--- src/rtl/hw_accel_pkg.sv ---
// hw_accel_pkg: shared sizing constants and helpers for the hw_accel output path.
package hw_accel_pkg;
  localparam int DEF_IMG_WIDTH = 512;
  localparam int DEF_IMG_HEIGHT = 512;
  localparam int DEF_PIX_PER_WORD = 4;
  localparam int TOTAL_PIX = DEF_IMG_WIDTH * DEF_IMG_HEIGHT;
  localparam int PIX_CNT_W = $clog2(TOTAL_PIX + 1);
  localparam int LANE_W = $clog2(DEF_PIX_PER_WORD);
  function automatic int total_pix(int w, int h);
    return w * h;
  endfunction
  function automatic int pix_cnt_w(int total);
    return $clog2(total + 1);
  endfunction
  function automatic int lane_w(int ppw);
    return $clog2(ppw);
  endfunction
endpackage

--- src/rtl/hw_accel_sync_fifo.sv ---
// hw_accel_sync_fifo: show-ahead synchronous FIFO; a push into a full FIFO is
// taken only when a pop frees a slot in the same cycle, otherwise it is dropped.
module hw_accel_sync_fifo #(
  parameter int WIDTH = 33,
  parameter int DEPTH = 16
) (
  input  logic             clk,
  input  logic             rst,
  input  logic             i_push,
  input  logic             i_pop,
  input  logic [WIDTH-1:0] i_data,
  output logic [WIDTH-1:0] o_data,
  output logic             o_valid,
  output logic             o_drop
);
  localparam int AW = $clog2(DEPTH);
  logic [WIDTH-1:0] r_mem [DEPTH];
  logic [AW-1:0] r_wp, r_rp;
  logic [AW:0] r_cnt;
  logic w_full, w_wr, w_rd;
  always_comb begin
    o_valid = r_cnt != '0;
    w_full = r_cnt == (AW+1)'(DEPTH);
    w_rd = i_pop && o_valid;
    w_wr = i_push && (!w_full || w_rd);
    o_drop = i_push && !w_wr;
    o_data = o_valid ? r_mem[r_rp] : '0;
  end
  always_ff @(posedge clk or posedge rst) begin
    if (rst) begin
      r_wp <= '0;
      r_rp <= '0;
      r_cnt <= '0;
    end else begin
      r_wp <= r_wp + AW'(w_wr);
      r_rp <= r_rp + AW'(w_rd);
      r_cnt <= r_cnt + (AW+1)'(w_wr) - (AW+1)'(w_rd);
    end
  end
  always_ff @(posedge clk) begin
    if (w_wr) r_mem[r_wp] <= i_data;
  end
endmodule

--- src/rtl/hw_accel_out_packer.sv ---
// hw_accel_out_packer: packs the unstallable pixel stream into wide words,
// tags the frame's last word and buffers words for a valid/ready sink.
module hw_accel_out_packer
  import hw_accel_pkg::*;
#(
  parameter int DATA_WIDTH = 8,
  parameter int IMG_WIDTH = DEF_IMG_WIDTH,
  parameter int IMG_HEIGHT = DEF_IMG_HEIGHT,
  parameter int PIX_PER_WORD = DEF_PIX_PER_WORD,
  parameter int FIFO_DEPTH = 16
) (
  input  logic                                      clk,
  input  logic                                      rst,
  input  logic                                      frame_start,
  input  logic [DATA_WIDTH-1:0]                     pixel_in,
  input  logic                                      pixel_in_valid,
  output logic [DATA_WIDTH*PIX_PER_WORD-1:0]        word_out,
  output logic                                      word_out_valid,
  input  logic                                      word_out_ready,
  output logic                                      word_out_last,
  output logic                                      frame_done,
  output logic                                      overflow,
  output logic [$clog2(IMG_WIDTH*IMG_HEIGHT+1)-1:0] pixel_count
);
  localparam int TOTAL = total_pix(IMG_WIDTH, IMG_HEIGHT);
  localparam int CW = pix_cnt_w(TOTAL);
  localparam int LW = lane_w(PIX_PER_WORD);
  localparam int WW = DATA_WIDTH * PIX_PER_WORD;
  logic [CW-1:0] r_cnt, w_cnt_base, w_cnt_next;
  logic [LW-1:0] r_lane, w_lane_base;
  logic [WW-1:0] r_acc, w_acc_base, w_acc_next, r_pack_word;
  logic r_pack_v, r_pack_last, r_ovf, r_done;
  logic w_accept, w_last, w_close, w_drop, w_valid;
  logic [WW:0] w_head;
  // frame_start restarts counting in the same cycle so a coincident pixel becomes pixel 0
  always_comb begin
    w_cnt_base = frame_start ? '0 : r_cnt;
    w_lane_base = frame_start ? '0 : r_lane;
    w_acc_base = frame_start ? '0 : r_acc;
    w_accept = pixel_in_valid && (w_cnt_base != CW'(TOTAL));
    w_cnt_next = w_cnt_base + CW'(w_accept);
    w_acc_next = w_acc_base | (WW'(pixel_in) << (w_lane_base * DATA_WIDTH));
    w_last = w_cnt_next == CW'(TOTAL);
    w_close = w_accept && (w_lane_base == LW'(PIX_PER_WORD - 1) || w_last);
  end
  always_ff @(posedge clk or posedge rst) begin
    if (rst) begin
      r_cnt <= '0;
      r_lane <= '0;
      r_acc <= '0;
      r_pack_v <= 1'b0;
      r_pack_word <= '0;
      r_pack_last <= 1'b0;
      r_ovf <= 1'b0;
      r_done <= 1'b0;
    end else begin
      r_cnt <= w_cnt_next;
      r_lane <= w_close ? '0 : w_lane_base + LW'(w_accept);
      r_acc <= w_close ? '0 : (w_accept ? w_acc_next : w_acc_base);
      r_pack_v <= w_close;
      if (w_close) begin
        r_pack_word <= w_acc_next;
        r_pack_last <= w_last;
      end
      r_ovf <= !frame_start && (r_ovf || w_drop);
      r_done <= w_valid && word_out_ready && w_head[WW];
    end
  end
  hw_accel_sync_fifo #(
    .WIDTH(WW + 1),
    .DEPTH(FIFO_DEPTH)
  ) u_fifo (
    .clk(clk),
    .rst(rst),
    .i_push(r_pack_v),
    .i_pop(word_out_ready),
    .i_data({r_pack_last, r_pack_word}),
    .o_data(w_head),
    .o_valid(w_valid),
    .o_drop(w_drop)
  );
  assign word_out = w_head[WW-1:0];
  assign word_out_last = w_head[WW];
  assign word_out_valid = w_valid;
  assign frame_done = r_done;
  assign overflow = r_ovf;
  assign pixel_count = r_cnt;
endmodule

--- config.mk ---
export PLATFORM = sky130hd
export DESIGN_NAME = hw_accel_out_packer
export DESIGN_NICKNAME = d
export VERILOG_FILES = /design/src/rtl/hw_accel_pkg.sv /design/src/rtl/hw_accel_sync_fifo.sv /design/src/rtl/hw_accel_out_packer.sv
export SDC_FILE = /design/constraint.sdc
export NUM_CORES = 1
export LEC_CHECK = 0
export CAP_MARGIN = 5
export CORE_AREA = 3 3 276 278
export CTS_BUF_LIST = sky130_fd_sc_hd__clkbuf_8 sky130_fd_sc_hd__clkbuf_16
export DETAILED_ROUTE_END_ITERATION = 16
export DIE_AREA = 0 0 279 281
export PLACE_DENSITY = 0.55
export SYNTH_ARGS = -nofsm -noshare
export SYNTH_HDL_FRONTEND = slang
export SYNTH_HIERARCHICAL = 1
export SYNTH_SLANG_ARGS = --single-unit
--- constraint.sdc ---
create_clock -name clk -period 4.88 [get_ports clk]
set_clock_uncertainty 0.1 [all_clocks]
set_input_delay 1.22 -clock clk [delete_from_list [all_inputs] [get_ports clk]]
set_output_delay 1.22 -clock clk [all_outputs]
set_load 0.02 [all_outputs]
==> out/results.txt <==
Crit share post-route: 95.03%
First-pass GRT wire length: 92900 um
Buffers inserted by post-CTS timing repair: 0
Most common library cells after synthesis: sky130_fd_sc_hd__edfxtp_1 (528), sky130_fd_sc_hd__mux4_2 (132), sky130_fd_sc_hd__nand3_1 (112), sky130_fd_sc_hd__dfrtp_1 (102), sky130_fd_sc_hd__nand2_1 (71)
Distinct cell type count of the synthesized netlist: 53
Largest fanout on the critical path: 24
Post-route antenna net violation count: 0
Cells after synthesis: 1503
Post-synth EDFFs: 528
Post-cts repair resize count: 0
Clock slew at reported path FFs: 0.06 ns
Starting DRC count in detailed routing: 1127
Main flop type after synthesis: sky130_fd_sc_hd__edfxtp_1
Clock period minus final worst setup slack: 4.637 ns
Final setup violation count: 0
Clock tree from TritonCTS: yes
Root buffer cell: sky130_fd_sc_hd__clkbuf_16
Detail-routed net length per standard cell: 23.12 um
Total placed cells including tap cells: 2498
Fraction of final layout cells with drive strength greater than 1: 21.99%
Crit path launch type: flip-flop
Post-route non-filler standard cell count: 2622
Dominant cell by count in the synthesized netlist: sky130_fd_sc_hd__edfxtp_1
Worst slew slack as a fraction of its limit: 46.59%
Area of all placed cells without fillers: 30140 sq um
WHS Path Cells: 2
Global placer's final weighted congestion: 0.7515
Maximum level of the CTS H-tree: 3
Post-detailed-route DRC marker count: 0
Die W: 279 um
Arrival time at the worst endpoint: 3.32 ns
Leakage: 9.889 nW
Launch instance of the worst min-delay path: overflow$_DFF_PP0_
Half-perimeter wire length of the detailed placement result: 34620 um
Class of the worst hold path: reg -> reg
CP Launch Point: u_fifo/r_rp[0]$_DFF_PP0_
Number of cells on the worst reg-to-reg path: 12
# hold bufs at CTS: 0
Final max-slew violation count: 0
Vias in the first global route: 14436
Final Total Pwr: 16.03 mW
Global route total overflow: 0
Max VDD drop: 0.0003071 V
Seq cells post-synth: 630
Count of yosys warnings during synthesis: 6
Maximum number of pins on one net before global-route repair: 88
Clock Sinks: 630
Maximum buffer depth of the clock tree: 3
Starting density of the core: 34.80%
Total global-route track usage: 15.74%
Library cell occupying the most area in the post-synthesis netlist: sky130_fd_sc_hd__edfxtp_1
Number of buffers inserted during clock tree synthesis: 68
Pin slew with the least headroom to its limit: 0.8012 ns
Category of the critical setup timing path: reg -> out
Netlist area before placement: 25820 sq um
Floorplan die height: 281 um
Placement Setup Slack: -0.1277 ns
Net count reported at finish: 1626
Endpoint kind of the worst setup timing path: output port
Die area: 78400 sq um
Synth-to-layout area growth: 16.70%
Total negative slack for setup checks: 0 ns
DR vias/cell: 5.311
Power density over the cells: 531.9 nW/um^2
Worst endpoint required time: 3.56 ns
Biggest area contributors in the synthesized netlist: sky130_fd_sc_hd__edfxtp_1 (61%), sky130_fd_sc_hd__mux4_2 (12%), sky130_fd_sc_hd__dfrtp_1 (9.9%)
Total via count after detailed routing: 13925
Count of boundary I/O pins: 68
Placement-stage cell area: 27990 sq um
Max-cap viol count: 0
Source of the worst register-to-register timing path: pixel_count[12]$_DFF_PP0_
Site Rows: 100
Total length of routed wires: 60620 um
Min setup slack post-route: 0.2425 ns
RSZ-0062 raised after global routing: false
Antenna violations before repair: 0
Outcome: completed
Net count after synthesis: 1530
Area fraction of the dominant cell type after synthesis: 61.40%
Share of async-settable or async-resettable flops after synthesis: 16.19%
PortBufs: 67
Source-to-sink clock delay at the later pin of the worst-skew pair: 0.60 ns
Endpoints failing hold: 0
First-pass iteration count of the detailed router: 7
Core region area: 74200 sq um
Number of filler instances in the final layout: 6654
Sequential element share of the synthesized area: 71.28%
Fmax achieved: 215.6 MHz
Mean Syn Cell Area: 17.18 sq um
-- logic make-up after synthesis --
kind of cell             synth area share, %
flip-flops                             71.28
XOR/XNOR                              0.7801
AO/OA/AOI/OAI                          3.343
AND/OR/NAND/NOR                        8.489
adder cells (fa/ha/maj)               0.7074
buffers and inverters                  2.243
multiplexers                           13.15
-- final timing paths --
kind | to | slack (ns)
worst max register to register | r_pack_word[15]$_DFFE_PP0P_ | 0.69
max in group asynchronous | r_acc[18]$_DFF_PP0_ | 3.18
worst min register to register | overflow$_DFF_PP0_ | 0.40
worst max-delay path | word_out[7] | 0.24
worst min-delay path | overflow$_DFF_PP0_ | 0.40
min in group asynchronous | overflow$_DFF_PP0_ | 0.79
-- through the flow --
| step | hold slack (ns) | utilization (%) |
|---|---|---|
| 3_5_place_dp | 0.3976 | 37.73 |
| 6_report | 0.4009 | 40.62 |
| 5_1_grt | 0.4544 | 40.61 |
| 3_3_place_gp | 0.3964 | 37.73 |
| 2_1_floorplan | 0.3596 | - |
| 4_1_cts | 0.4139 | 40.61 |
-- routing by layer --
metal	vias up	part of all wire, %	global-route usage (%)
met5	-	0	0
met4	0	1.9	4.512
met3	76	4.6	2.625
met2	314	48	25.64
met1	7358	45	21.92
li1	6177	-	-
-- where the power goes --
part | total, mW | internal, mW | leakage, nW | switching (mW)
Combinational | 4.34 | 2.12 | 2.77 | 2.21
Clock | 4.91 | 2.86 | 1.10 | 2.05
Sequential | 6.78 | 6.22 | 6.02 | 0.559
-- worst max-delay path: stages, from the launching register on --
cell and delay [ns]:
sky130_fd_sc_hd__dfrtp_4 0.79, sky130_fd_sc_hd__buf_12 0.28, sky130_fd_sc_hd__mux4_2 0.53, sky130_fd_sc_hd__mux2_2 0.28
sky130_fd_sc_hd__nand2_1 0.07, sky130_fd_sc_hd__nand3_1 0.17, sky130_fd_sc_hd__clkdlybuf4s50_1 0.59
-- state kept, by name (all words and copies together) (netlist names) --
| name | count |
|---|---|
| r_pack_v | 1 |
| r_pack_last | 1 |
| u_fifo/r_wp | 4 |
| overflow | 1 |
| u_fifo/r_cnt | 5 |
| r_pack_word | 32 |
| r_acc | 32 |
| pixel_count | 19 |
| frame_done | 1 |
| r_lane | 2 |
| u_fifo/r_mem | 528 |
| u_fifo/r_rp | 4 |
-- layout make-up --
| type | count | area (sq um) | share of cell area, % |
|---|---|---|---|
| Sequential cell | 630 | 18420 | 61.12 |
| Multi-Input combinational cell | 749 | 6970 | 23.13 |
| Clock buffer | 73 | 1793 | 5.950 |
| Timing Repair Buffer | 130 | 1314 | 4.359 |
| Tap cell | 969 | 1212 | 4.023 |
| Clock inverter | 49 | 345.3 | 1.146 |
| Inverter | 20 | 77.57 | 0.2574 |
| Antenna cell | 2 | 5.005 | 0.01661 |
-- cell usage in the layout, fill, tap and decap left out, drive strengths merged, types with 7 or more instances in the layout --
master,instances
nand2,71
a41oi,24
xnor2,15
clkdlybuf4s50,66
clkbuf,73
nor3,34
mux4,132
xor2,8
dfrtp,102
inv,37
nand3,112
mux2,35
buf,64
nor2b,46
o211ai,32
ha,13
edfxtp,528
nor3b,8
clkinv,25
or4,35
nand4,7
a21oi,60
nor2,55
nand2b,16
(Power assumes the default switching activity.)
